<file path="src/rtl/seq_stim_player.sv">
// seq_stim_player
//   Replays a programmable pattern of (MODE, DATA_IN) entries into the
//   sequence detector's IN_VALID/MODE/DATA_IN inputs. The run length,
//   repeat count and inter-pass gap are latched at START. Playback can be
//   stalled cycle-by-cycle with HOLD or aborted with STOP.
//
// Optional feature macro: SEQ_PLAYER_LOOP_EN
//   defined   : REPEAT=0 plays indefinitely until STOP; PASS_CNT wraps and
//               DONE never fires.
//   undefined : REPEAT=0 behaves as REPEAT=1.
//
// Ports
//   SYSCLK     clock, rising edge
//   RST_B      synchronous active-low reset
//   LOAD_EN    write {LOAD_MODE, LOAD_DATA} to pattern[LOAD_ADDR] (IDLE only)
//   LOAD_ADDR  pattern write address
//   LOAD_DATA  entry data value
//   LOAD_MODE  entry mode value
//   LEN        entries per pass (clamped to 2**ADDR_W), latched at START
//   REPEAT     number of passes, latched at START
//   GAP        idle cycles between passes, latched at START
//   START      begin playback (single-cycle pulse)
//   STOP       abort playback, highest priority
//   HOLD       stall playback this cycle
//   IN_VALID   data valid to the detector
//   MODE       mode to the detector
//   DATA_IN    data to the detector
//   BUSY       playback in progress (includes the DONE cycle)
//   DONE       one-cycle pulse on normal completion
//   PASS_CNT   completed passes in the current run
module seq_stim_player #(
    parameter int DATA_W = 4,
    parameter int MODE_W = 2,
    parameter int ADDR_W = 4
) (
    input  logic              SYSCLK,
    input  logic              RST_B,
    input  logic              LOAD_EN,
    input  logic [ADDR_W-1:0] LOAD_ADDR,
    input  logic [DATA_W-1:0] LOAD_DATA,
    input  logic [MODE_W-1:0] LOAD_MODE,
    input  logic [ADDR_W:0]   LEN,
    input  logic [7:0]        REPEAT,
    input  logic [3:0]        GAP,
    input  logic              START,
    input  logic              STOP,
    input  logic              HOLD,
    output logic              IN_VALID,
    output logic [MODE_W-1:0] MODE,
    output logic [DATA_W-1:0] DATA_IN,
    output logic              BUSY,
    output logic              DONE,
    output logic [7:0]        PASS_CNT
);

    localparam int ENTRY_W = MODE_W + DATA_W;
    localparam int DEPTH   = 2 ** ADDR_W;

    localparam logic [1:0] S_IDLE = 2'd0;
    localparam logic [1:0] S_PLAY = 2'd1;
    localparam logic [1:0] S_GAP  = 2'd2;
    localparam logic [1:0] S_FIN  = 2'd3;

    localparam logic [ADDR_W:0]   DEPTH_L = {1'b1, {ADDR_W{1'b0}}};
    localparam logic [ADDR_W:0]   LEN_ONE = {{ADDR_W{1'b0}}, 1'b1};
    localparam logic [ADDR_W-1:0] IDX_ONE = {{(ADDR_W-1){1'b0}}, 1'b1};

    logic [ENTRY_W-1:0] pattern [DEPTH];

    logic [1:0]        state;
    logic [ADDR_W-1:0] idx;
    logic [ADDR_W:0]   len_q;
    logic [7:0]        rep_q;
    logic [3:0]        gap_q;
    logic [3:0]        gap_cnt;

    logic               start_ok;
    logic [ADDR_W:0]    len_clamped;
    logic [7:0]         rep_eff;
    logic [ADDR_W:0]    len_m1;
    logic               last_entry;
    logic               last_pass;
    logic [7:0]         pass_next;
    logic [ENTRY_W-1:0] entry;

    always_comb begin
        start_ok    = START && !STOP && (LEN != '0);
        len_clamped = (LEN > DEPTH_L) ? DEPTH_L : LEN;
`ifdef SEQ_PLAYER_LOOP_EN
        rep_eff     = REPEAT;
`else
        rep_eff     = (REPEAT == 8'd0) ? 8'd1 : REPEAT;
`endif
        len_m1      = len_q - LEN_ONE;
        last_entry  = ({1'b0, idx} == len_m1);
        pass_next   = PASS_CNT + 8'd1;
`ifdef SEQ_PLAYER_LOOP_EN
        // rep_q == 0 marks an endless run: never the final pass
        last_pass   = (rep_q != 8'd0) && (pass_next == rep_q);
`else
        last_pass   = (pass_next == rep_q);
`endif
        entry       = pattern[idx];
    end

    // Pattern memory is deliberately not reset; writes only land in IDLE.
    always_ff @(posedge SYSCLK) begin
        if (LOAD_EN && (state == S_IDLE)) begin
            pattern[LOAD_ADDR] <= {LOAD_MODE, LOAD_DATA};
        end
    end

    always_ff @(posedge SYSCLK) begin
        if (!RST_B) begin
            state    <= S_IDLE;
            idx      <= '0;
            len_q    <= '0;
            rep_q    <= '0;
            gap_q    <= '0;
            gap_cnt  <= '0;
            IN_VALID <= 1'b0;
            MODE     <= '0;
            DATA_IN  <= '0;
            BUSY     <= 1'b0;
            DONE     <= 1'b0;
            PASS_CNT <= '0;
        end else begin
            DONE <= 1'b0;
            if ((state != S_IDLE) && STOP) begin
                // Abort wins over HOLD, end-of-pass and FIN
                state    <= S_IDLE;
                IN_VALID <= 1'b0;
                BUSY     <= 1'b0;
                gap_cnt  <= '0;
            end else begin
                case (state)
                    S_IDLE: begin
                        IN_VALID <= 1'b0;
                        // BUSY stays high through the DONE cycle, drops here
                        BUSY     <= start_ok;
                        if (start_ok) begin
                            state    <= S_PLAY;
                            idx      <= '0;
                            PASS_CNT <= '0;
                            len_q    <= len_clamped;
                            rep_q    <= rep_eff;
                            gap_q    <= GAP;
                            gap_cnt  <= '0;
                        end
                    end
                    S_PLAY: begin
                        if (HOLD) begin
                            // MODE/DATA_IN keep their last value while stalled
                            IN_VALID <= 1'b0;
                        end else begin
                            IN_VALID <= 1'b1;
                            MODE     <= entry[ENTRY_W-1:DATA_W];
                            DATA_IN  <= entry[DATA_W-1:0];
                            if (last_entry) begin
                                idx      <= '0;
                                PASS_CNT <= pass_next;
                                if (last_pass) begin
                                    state <= S_FIN;
                                end else if (gap_q != 4'd0) begin
                                    state   <= S_GAP;
                                    gap_cnt <= gap_q;
                                end
                            end else begin
                                idx <= idx + IDX_ONE;
                            end
                        end
                    end
                    S_GAP: begin
                        IN_VALID <= 1'b0;
                        if (gap_cnt <= 4'd1) begin
                            state   <= S_PLAY;
                            gap_cnt <= '0;
                        end else begin
                            gap_cnt <= gap_cnt - 4'd1;
                        end
                    end
                    S_FIN: begin
                        IN_VALID <= 1'b0;
                        DONE     <= 1'b1;
                        state    <= S_IDLE;
                    end
                    default: begin
                        state    <= S_IDLE;
                        IN_VALID <= 1'b0;
                        BUSY     <= 1'b0;
                    end
                endcase
            end
        end
    end

endmodule

</file>
<file path="config.mk">
export PLATFORM = sky130hd
export DESIGN_NAME = seq_stim_player
export DESIGN_NICKNAME = d
export VERILOG_FILES = /design/src/rtl/seq_stim_player.sv
export SDC_FILE = /design/constraint.sdc
export NUM_CORES = 1
export LEC_CHECK = 0
export ABC_AREA = 1
export ABC_CLOCK_PERIOD_IN_PS = 1500
export CORE_UTILIZATION = 57
export DETAILED_ROUTE_END_ITERATION = 8
export DONT_BUFFER_PORTS = 1
export PLACE_DENSITY = 0.79
export SETUP_SLACK_MARGIN = 0.3
export SYNTH_ARGS = -nofsm -noshare
export SYNTH_HDL_FRONTEND = slang
export SYNTH_SLANG_ARGS = --single-unit
</file>
<file path="constraint.sdc">
create_clock -name SYSCLK -period 1.5 [get_ports SYSCLK]
set_input_delay 0.15 -clock SYSCLK [delete_from_list [all_inputs] [get_ports SYSCLK]]
set_output_delay 0.15 -clock SYSCLK [all_outputs]
set_load 0.05 [all_outputs]
</file>
After elaboration in Yosys (flattened, before gate mapping)
Memory sizes are Yosys's and may differ from the RTL's. A register that Yosys moved wholly into a read port is not among the register bits.
Index checks and enable logic that the tools add are counted.
Storage, ports and cells
  flip-flop bits (word level): 38
  bits in writable memories: 96
  bits of input ports: 33
  output and inout port bits: 17
  word-level logic and storage cells: 81
  memories: 1
Operators by class
  add/subtract/negate cells: 4
  $lt $le $gt $ge: 2
  equal/unequal tests: 12
  multiplexer cells: 28
  bitwise logic cells: 3
  reduce and logical (&&, ||, !) cells: 21
Memory list
  pattern: depth 16, bits a word 6, rd ports 1, clocked after Yosys merged registers in 1, wr ports 1, line 68  | logic [ENTRY_W-1:0] pattern [DEPTH];
Operators with widths (number)
  $mux W4: 8
  $mux W8: 4
  $pmux W8 S2: 1
  $mux W2: 6
  $ne A2 B2 Y1 const B: 6
  $pmux W4 S3: 1
  $reduce_and A5 Y1: 2
  $add A8 B1 Y8 const B: 1
  $eq A8 B8 Y1: 1
  $logic_not A8 Y1: 1
  $pmux W2 S4: 1
  $pmux W4 S2: 1
  $reduce_and A3 Y1: 2
  $reduce_and A6 Y1: 1
  $eq A4 B5 Y1: 1
  $gt A5 B5 Y1 const B: 1
  $mux W5: 1
  $reduce_bool A5 Y1: 1
  $sub A5 B1 Y5 const B: 1
  $add A4 B1 Y4 const B: 1
  $eq A2 B2 Y1 const B: 2
  $le A4 B1 Y1 const B: 1
  $logic_and A1 B1 Y1: 4
  $mux W1: 4
  other kinds (13): 17

Depth between registers and ports, before layout
Gate-level depths: netlist of run 1.
  depth after elaboration: 6
  gate-level depth with buffers: 15
  mapped depth without buffers: 15

Worst setup path after synthesis of run 1
No wires, ideal clock.
  path kind: reg2reg
  start: register PASS_CNT[1]
  end: register gap_cnt[0]
  library setup time: 0.112 ns
  arrival: 1.971 ns
  data required time: 1.388 ns
  slack: -0.582 ns
  cell stages (with the launch flop): 13
  buffers on the path: 0
  clock period less this slack: 2.082 ns
  cells stage by stage: dfxtp_1 ha_1 nand2_1 nor2_1 nand2_1 nand3_1 nand3_1 nor2_2 nand4_2 nand2_1 inv_2 nor2_1 nor2_1
On the way
  cells in the longest elaborated chain, start to end: 4
RTL lines
  start: declaration: line 53  | output logic [7:0] PASS_CNT
  start signal: assignment: line 161  | PASS_CNT <= pass_next;
  $add A8 B1 Y8: line 96  | pass_next = PASS_CNT + 8'd1;
  $eq A8 B8 Y1: line 101  | last_pass = (pass_next == rep_q);
  $ne A2 B2 Y1 (no source line)
  $reduce_and A6 Y1 (no source line)
  end signal: assignment: line 166  | gap_cnt <= gap_q;
  end signal: assignment: line 179  | gap_cnt <= gap_cnt - 4'd1;
  end: declaration: line 75  | logic [3:0] gap_cnt;
Every way passes these cells.
A chain may end at the register's enable or synchronous reset.

Worst setup path after layout of run 1
  start: register gap_cnt[1]
  end: register gap_cnt[1]
On the way
  cells in the longest elaborated chain, start to end: 3
  elaborated cells on any way between the ends: 4
  classes of those cells: add/sub (1); order compare (1); mux (2)
RTL lines
  $sub A4 B1 Y4 / $le A4 B1 Y1 (equally long branches): line 179, 175
  $mux W4 (*): line 175  | if (gap_cnt <= 4'd1) begin
  $pmux W4 S3 (*): line 136  | case (state)
Every way passes the cells marked *; elsewhere a longest branch is shown, timed or not.

==> results by stage, run 1 <==
Detailed routing:
- Dividing the detail-routed wire length by the instance count gives approximately 28 um.
- The DRC violation count after routing is 0.
- Detailed routing placed a total of 2920 um of wire on met3.
- The via count normalized by instance count is just under 7.
- The uppermost metal layer occupied by signal nets is met4.
- The wire length the detailed router placed on met1 is 8360 um.
- The sum of met2 wire segment lengths after detailed routing is between 10000 and 15000 um.
- The routed layout has 6040 vias.
- The first TritonRoute pass finished after 8 iterations.
- The count of nets left with antenna violations once routing finished came out at 0.
- The routed design has 25000 um of wire.
- The number of design-rule violations left by the first detailed-router iteration is about 1100.

Place:
- The count of buffers added on input and output ports is 0.
- At the end of routability-driven placement, the weighted congestion stood at 0.910.
- The placed instance count is around 790.
- Summing all placed instances gives a cell area of between 7000 and 8000 um^2.
- The half-perimeter wire length after detailed placement is between 10000 and 15000 um.

Worst setup path:
- The endpoint arrival time on the critical path is between 2 and 3 ns.
- The type of origin of the critical path is a flop.
- The worst register-to-register path has a depth of 9.
- The setup path with the least slack is of type reg2reg.
- The worst register-to-register path begins at gap_cnt[1].
- The critical-path maximum fanout is 5.
- The setup check on the worst reg-to-reg path leaves a slack of -0.68 ns.
- In this run the critical register-to-register path is captured at gap_cnt[1].
- STA puts the critical path data required time at 1.96 ns.
- The worst setup path is captured at a flop.

Timing:
- The clock period minus final worst setup slack is roughly 2.2 ns.
- The final number of max-transition violations is 0.
- The total setup violations reported at the end of the flow is between 100 and 150.
- Of the available clock period, the critical path in the final layout requires 1.46.
- The count of final hold-check violations is 0.
- For the pin with the worst max-slew slack, the measured transition is between 0.8 and 0.9 ns.
- The final clock skew is 0.0132 ns.
- The worst-case headroom to the max-slew limit is 0.459.
- Setup repair after global routing could not meet its margin everywhere.
- For this run, the top clock speed supported by timing is 458 MHz.
- On the final layout, the worst hold slack is 0.00102 ns.
- In the post-route analysis, the smallest setup slack over all paths is -0.683 ns.

Clocking:
- The clock slew seen by the registers of the worst setup and hold paths is about 0.060 ns.
- The number of buffers inserted during clock tree synthesis is 17.
- TritonCTS built the clock tree.
- The H-tree was split into 4 levels.
- The buffer type at the clock tree root is sky130_fd_sc_hd__clkbuf_8.
- CTS saw 140 sinks.
- The clock insertion delay at the later pin of the skew report is 0.55 ns.
- The number of buffers between clock root and the deepest sink is 2.

Global routing:
- The total congestion overflow is 0.
- The global-route wire length before repair is between 20000 and 30000 um.
- Entering global routing, the biggest net connects 22 pins.
- The number of global-route vias before repair is roughly 5500.
- The overall global routing resource usage is 0.363.
- The number of antenna violations at the first check in global routing was 2.

Power:
- The total power of the final layout is around 0.015 W.
- The highest ir drop seen on vdd is ~0.93 mV.
- The total leakage power is around 3.3 nW.
- For this design the ratio of total power to cell area is ~1600 nW/um^2.

Layout:
- The total number of nets in the final design is ~780.
- Counting the fill cells in the layout gives around 380.
- In the final layout, the share of cells above drive strength 1 is 0.409.
- The multi-input logic area is between 2000 and 3000 um^2.
- The post-layout instance area is approximately 9200 um^2.
- From synthesis to final layout, the design area changed by 47.9%.
- The number of non-filler instances in the completed layout is roughly 890.
- The register area is ~3800 um^2.

Floorplan:
- The die boundary height is 106 um.
- The initial core utilization is 0.594.
- During I/O placement, the number of pins put on the boundary was 50.
- The horizontal extent of the die is between 100 and 150 um.
- The number of placement rows is 37.
- The total area inside the core boundary comes to 10400 um^2.
- The die covers 11300 um^2.

Outcome:
- The flow ran to the end, but the final reports show violations.
- The checks that failed: negative setup slack.

Synthesis:
- Summed over all instances, the cell type with the most area after synthesis is sky130_fd_sc_hd__edfxtp_1.
- The mean area per synthesized cell is 10.1 um^2.
- The most instantiated flip-flop cell in the synthesis netlist is sky130_fd_sc_hd__edfxtp_1.
- Counting distinct cell types in the post-synthesis netlist gives 34.
- Synthesis produced a netlist with a net count of between 600 and 700.
- The number of storage elements in the synthesis netlist is 140.
- Sorting the synthesized cells by how often they occur yields 96 x sky130_fd_sc_hd__edfxtp_1, 95 x sky130_fd_sc_hd__nor2_1, 82 x sky130_fd_sc_hd__nand2_1, 59 x sky130_fd_sc_hd__o21ai_0, 56 x sky130_fd_sc_hd__inv_1.
- The top-area cell type share of the netlist area is 0.466.
- The leading cell type by number of instances after synthesis is sky130_fd_sc_hd__edfxtp_1.
- Of all flip-flops after synthesis, the portion carrying an async set or reset was 0.
- Counting every instance in the synthesized netlist gives about 610.
- Yosys attributes the largest share of cell area to sky130_fd_sc_hd__edfxtp_1 47%, sky130_fd_sc_hd__dfxtp_1 14%, sky130_fd_sc_hd__nor2_1 5.8%, sky130_fd_sc_hd__nand2_1 5.0%, sky130_fd_sc_hd__o21ai_0 4.8%.
- The number of warnings reported in the yosys synthesis log is 0.
- After synthesis the cells add up to a little over 6000 um^2.
- The share of synthesized area occupied by flip-flops and latches is 0.608.
- The number of enable flip-flop cells after synthesis is 96.

Worst hold path:
- The startpoint identified for the worst hold timing path is LOAD_ADDR[1].
- The worst hold path terminates at pattern[2][3].
- The path class of the tightest hold or removal check is in2reg.
- Counting instances, the worst hold path has a depth of 2.

Run:
- The total of max-cap violations is 0.
cell usage in the layout (no fill, tap or decap), types with 17 or more instances in the layout:
cell type,count
sky130_fd_sc_hd__edfxtp_1,96
sky130_fd_sc_hd__nand2_1,62
sky130_fd_sc_hd__nor2_1,56
sky130_fd_sc_hd__inv_1,46
sky130_fd_sc_hd__buf_4,43
sky130_fd_sc_hd__nor2_4,32
sky130_fd_sc_hd__buf_6,30
sky130_fd_sc_hd__dlygate4sd3_1,27
sky130_fd_sc_hd__dfxtp_1,22
sky130_fd_sc_hd__nand3_1,22
sky130_fd_sc_hd__o21ai_1,22
sky130_fd_sc_hd__o21ai_0,21
sky130_fd_sc_hd__clkbuf_16,17
worst max-delay path by stage:
stage                 from          end  slack, ns  cells after the start
2_1_floorplan  PASS_CNT[0]   gap_cnt[0]      -0.14                     11
4_1_cts           len_q[0]  PASS_CNT[2]      -0.38                     11
3_3_place_gp      len_q[1]  PASS_CNT[4]      -0.23                     11
3_5_place_dp      len_q[1]  PASS_CNT[2]      -0.32                     11
5_1_grt         gap_cnt[1]   gap_cnt[1]      -0.69                      9
6_report        gap_cnt[1]   gap_cnt[1]      -0.68                      9
per-stage QoR:
stage	TNS (ns)	utilization	setup slack (ns)
after floorplan	-1.57	-	-0.142
after global placement	-6.50	0.686	-0.229
after detailed placement	-11.67	0.686	-0.319
after CTS	-11.01	0.819	-0.381
after global routing	-30.99	0.878	-0.694
final	-26.15	0.879	-0.683
logic make-up (layout without fill, tap and decap cells):
kind of cell	count (synthesis)	in the layout	synth area share
flops	140	140	0.608
fa+ha+maj	9	9	0.0182
other cells	0	3	0
xor+xnor	12	12	0.0192
buf+inv	82	216	0.0526
mux	17	17	0.0275
simple gates	230	231	0.160
compound gates	123	123	0.114
state kept, by name (all words and copies together) (netlist names):
signal    cells
len_q         5
PASS_CNT      8
DATA_IN       4
idx           4
gap_q         4
IN_VALID      1
gap_cnt       4
state         2
DONE          1
rep_q         8
pattern      96
BUSY          1
MODE          2
repair_timing:
item	4_1_cts	5_1_grt
pin swaps	43	38
gates cloned	6	1
hold buffers	14	14
setup endpoints to repair	156	153
resized for setup	154	96
hold endpoints to repair	150	26
setup buffers	14	9
final cells by class:
cell class | count | share of cell area
clock inverters | 9 | 0.00998
diodes | 3 | 0.000820
flip-flops and latches | 140 | 0.416
repair inverters | 3 | 0.00314
repair buffers | 122 | 0.148
well taps | 136 | 0.0186
inverters | 59 | 0.0298
multi-input cells | 392 | 0.324
clock buffers | 23 | 0.0499
layer usage:
metal  vias up  global-route usage
met4         0               0.220
met1      2820               0.457
met5         -                   0
met3       207              0.0638
li1       2380                   -
met2       633               0.586
where the power goes:
group	switching, W	internal (W)	total, W
sequential	0.000284	0.00439	0.00468
combinational	0.00357	0.00253	0.00609
clock	0.00171	0.00230	0.00401
total	0.00556	0.00921	0.0148
critical path, cell delays in order, from the launching register on:
cell and delay [ns]:
sky130_fd_sc_hd__dfxtp_1 0.41, sky130_fd_sc_hd__inv_1 0.11, sky130_fd_sc_hd__ha_1 0.22, sky130_fd_sc_hd__o21ai_0 0.35, sky130_fd_sc_hd__nand2_1 0.29, sky130_fd_sc_hd__o22ai_1 0.23
sky130_fd_sc_hd__nand2_1 0.10, sky130_fd_sc_hd__nand3_1 0.13, sky130_fd_sc_hd__nand2_1 0.09, sky130_fd_sc_hd__nor2_1 0.16
Note: power is estimated with default switching activity, not from simulation.
==> run 2: changes to the inputs <==
Settings changed: ABC_CLOCK_PERIOD_IN_PS 1500 to 1800.
Clock period 1.5 ns to 1.8 ns, I/O delays scaled along.
==> run 2 against run 1 <==
  * The run ends with negative hold slack, negative setup slack left
  * Hold slack lost 0.25 ns
  * Sequential share of layout area grew 2.3 points
  * Global-route usage shrank 6.8 points
  * Die area is the same
  * Worst setup slack gained 0.54 ns
  * Register-to-register slack gained 0.54 ns
  * Via count shrank 13%
  * Non-clock buffer count shrank 31
  * Sequential power shrank 18%
  * Fmax grew 12%
  * Critical path type unchanged
  * Clock skew shrank 0.0047 ns
  * Clock-buffer cell count shrank 5
==> results by stage, run 2 (synthesized netlist as in run 1, its figures left out) <==
Worst setup path:
- The master of the slowest instance on the critical path is sky130_fd_sc_hd__dfxtp_4.
- The biggest cell delay along the critical path is between 0.3 and 0.4 ns.
- The critical-path maximum fanout is 6.
- The critical path is of the reg2reg type.
- For the worst flop-to-flop path, the logic depth is 12.
- The worst register-to-register path begins at PASS_CNT[0].
- The worst register-to-register path ends at gap_cnt[2].
- For the worst setup path, the data required time is approximately 2.2 ns.
- The type of origin of the critical path is a flop.
- The nature of the critical path endpoint is a flop.
- For flop-to-flop paths, the worst setup slack is -0.14 ns.
- Data arrives at the worst endpoint at about 2.4 ns.
- Traced cell by cell, the critical path runs through clkinvlp_4 > nor2_4 > nand2_2 > nand2_2 > and2_4 > nor2_2 > nor2_4 > nand4_4 > nand2_4 > inv_4 > nor2_2 > nor2_1.

Power:
- The total power of the final layout is roughly 0.011 W.
- The highest ir drop seen on vdd is slightly above 1 mV.
- The total leakage power is 3.11 nW.
- The power density over the cells is roughly 1300 nW/um^2.

Place:
- The routability congestion estimate from global placement is approximately 0.84.
- The half-perimeter wire length after detailed placement is slightly above 9000 um.
- Once placement finished, the instance area stood at between 6000 and 7000 um^2.
- In this run the tool buffered the top-level ports with 0 buffer cells.

Global routing:
- The met1 usage in global routing is 0.332.
- The number of global-route vias before repair is 4965.
- For this run, global-route usage on met2 was measured as 0.520.
- Summed over all layers, the global routing overflow is 0.
- The global routing stage identified its most utilized layer as met2.
- The number of antenna violations at the first check in global routing is 0.
- The maximum number of pins on one net before global-route repair is 37.
- For this run, the total global-route usage over all layers was measured as 0.295.
- The met3 track demand over resource is 0.0803.
- The first global-routing pass estimated approximately 25000 um of wire.

Detailed routing:
- The number of antenna-violating nets in the routed design is 0.
- After detailed routing, the number of remaining DRC violations is 0.
- Dividing the detail-routed wire length by the instance count gives roughly 23 um.
- The final layout contains routed wiring with a total length of roughly 19000 um.
- The first TritonRoute pass finished after 6 iterations.
- The number of vias after detailed routing is around 5300.
- The number of design-rule violations left by the first detailed-router iteration is 558.
- The via count normalized by instance count is 6.18.

Floorplan:
- 50 I/O pins were placed.
- The die area is around 11000 um^2.
- In this run the vertical extent of the chip is 106 um.
- From left edge to right edge, the die measures between 100 and 150 um.
- The initial core utilization is 0.594.
- The number of placement rows is 37.
- The floorplan step defined a core boundary enclosing ~10000 um^2.

Timing:
- The share of the clock period used by the worst path after layout is 1.08.
- Setup violations remaining at the end of the flow were counted as 14.
- The clock arrives with 0.00853 ns of skew.
- The actual transition at the worst max-transition pin is between 0.7 and 0.8 ns.
- Setup repair after global routing could not meet its margin everywhere.
- The final number of max-transition violations is 0.
- The worst slack on hold paths is -0.249 ns.
- The count of final hold-check violations is 24.
- In the post-route analysis, the smallest setup slack over all paths is -0.143 ns.
- The aggregate negative setup slack is -0.998 ns.
- Derived from the worst setup path, the maximum achievable clock frequency is approximately 500 MHz.
- Subtracting the final worst setup slack from the clock period gives just under 2 ns.
- The worst-case headroom to the max-slew limit is 0.517.

Clocking:
- TritonCTS built the clock tree.
- The buffer type at the clock tree root is sky130_fd_sc_hd__clkbuf_8.
- The clock passes through at most 2 buffers.
- In this run the number of H-tree levels came out at 4.
- Clock tree synthesis found a total of 140 sinks.
- Buffers inserted during clock tree synthesis total 17.
- The clock slew seen by the registers of the worst setup and hold paths is around 0.060 ns.
- The clock reaches the later pin of the worst-skew pair after between 0.5 and 0.6 ns.

Layout:
- The number of antenna diodes in the final layout is 0.
- The register with the most flip-flops in the layout has between 90 and 100 of them.
- The register with the highest flop count is pattern.
- The most common cell after layout, fill and taps aside is sky130_fd_sc_hd__edfxtp_1.
- At the end of the flow the core is filled with cells to 0.830.
- The layout-stage area growth over the synthesis result is 39.7%.
- For this run, the post-layout net count is 745.
- The library cells used most frequently in the layout, excluding fill and tap cells, are 96 x sky130_fd_sc_hd__edfxtp_1, 67 x sky130_fd_sc_hd__nor2_1, 61 x sky130_fd_sc_hd__nand2_1.
- The share of final-layout standard cells stronger than drive strength 1 is 0.360.
- Summing all non-filler instances in the final layout gives an area of a little under 9000 um^2.
- The largest registers in the layout are pattern x96, PASS_CNT x8, rep_q x8.

Outcome:
- The flow ran to the end, but the final reports show violations.
- The checks that failed: negative hold slack, negative setup slack.

Worst hold path:
- The startpoint identified for the worst hold timing path is RST_B.
- The worst hold path was traced through 2 stages.
- The worst min-delay path class is in2reg.
- The terminating pin of the worst hold path is rep_q[3].

Run:
- The total of max-cap violations is 0.
## run 2: cell types whose count changed in the layout (fill, tap and decap cells not counted), moves of 6 or more
cell                            before  now
sky130_fd_sc_hd__dlygate4sd3_1      27   14
sky130_fd_sc_hd__a21oi_1            11   22
sky130_fd_sc_hd__a21oi_2            13    2
sky130_fd_sc_hd__nor2_1             56   67
sky130_fd_sc_hd__dfxtp_1            22   32
sky130_fd_sc_hd__dfxtp_2            15    5
sky130_fd_sc_hd__nor2_4             32   26
## run 2: worst max path at each step
stage	from	to	slack, ns	cells after the start
floorplan	PASS_CNT[0]	gap_cnt[0]	0.16	11
finish	PASS_CNT[0]	gap_cnt[2]	-0.14	12
detailed placement	len_q[1]	PASS_CNT[6]	-0.02	11
CTS	len_q[0]	PASS_CNT[2]	0.02	11
global route	PASS_CNT[1]	gap_cnt[2]	-0.20	13
global placement	len_q[0]	PASS_CNT[4]	0.06	11
## run 2: per-stage QoR
| step | worst slack [ns] | instances |
|---|---|---|
| floorplan | 0.158 | 613 |
| global placement | 0.0572 | 769 |
| detailed placement | -0.0173 | 769 |
| CTS | 0.0218 | 829 |
| global route | -0.196 | 852 |
| finish | -0.143 | 852 |
## run 2: power breakdown
group	switching (W)	internal, W	leakage (nW)	total (W)
Clock	0.00147	0.00201	0.280	0.00348
Sequential	0.000206	0.00365	1.23	0.00386
Combinational	0.00229	0.00175	1.60	0.00403
Total	0.00396	0.00741	3.11	0.0114
## run 2: critical path, delay by kind of cell, from the launching register on
kind          cells  cell delay (ns)
buf+inv           2             0.23
flops             1             0.38
simple gates     10             1.23
## run 2: layout make-up
class	instances	area [um^2]
Fill cell	474	1770
Tap cell	136	170
Clock buffer	18	418
Clock inverter	14	161
Sequential cell	140	3800
Multi-Input combinational cell	392	2840
Timing Repair Buffer	91	995
Timing Repair inverter	2	15.0
Inverter	59	258
## run 2: what timing repair did
item / CTS / global route
gates cloned: 2 / 5
setup endpoints to repair: 137 / 131
setup buffers: 14 / 16
gates resized for setup: 63 / 176
hold buffers: 12 / 2
hold endpoints to repair: 126 / 24
pin swaps: 17 / 49
## run 2: layer usage
metal  vias to the layer above  share of wire
li1                       2310              -
met1                      2505           0.33
met2                       369           0.53
met3                        85          0.087
met4                         0          0.047
met5                         -              0
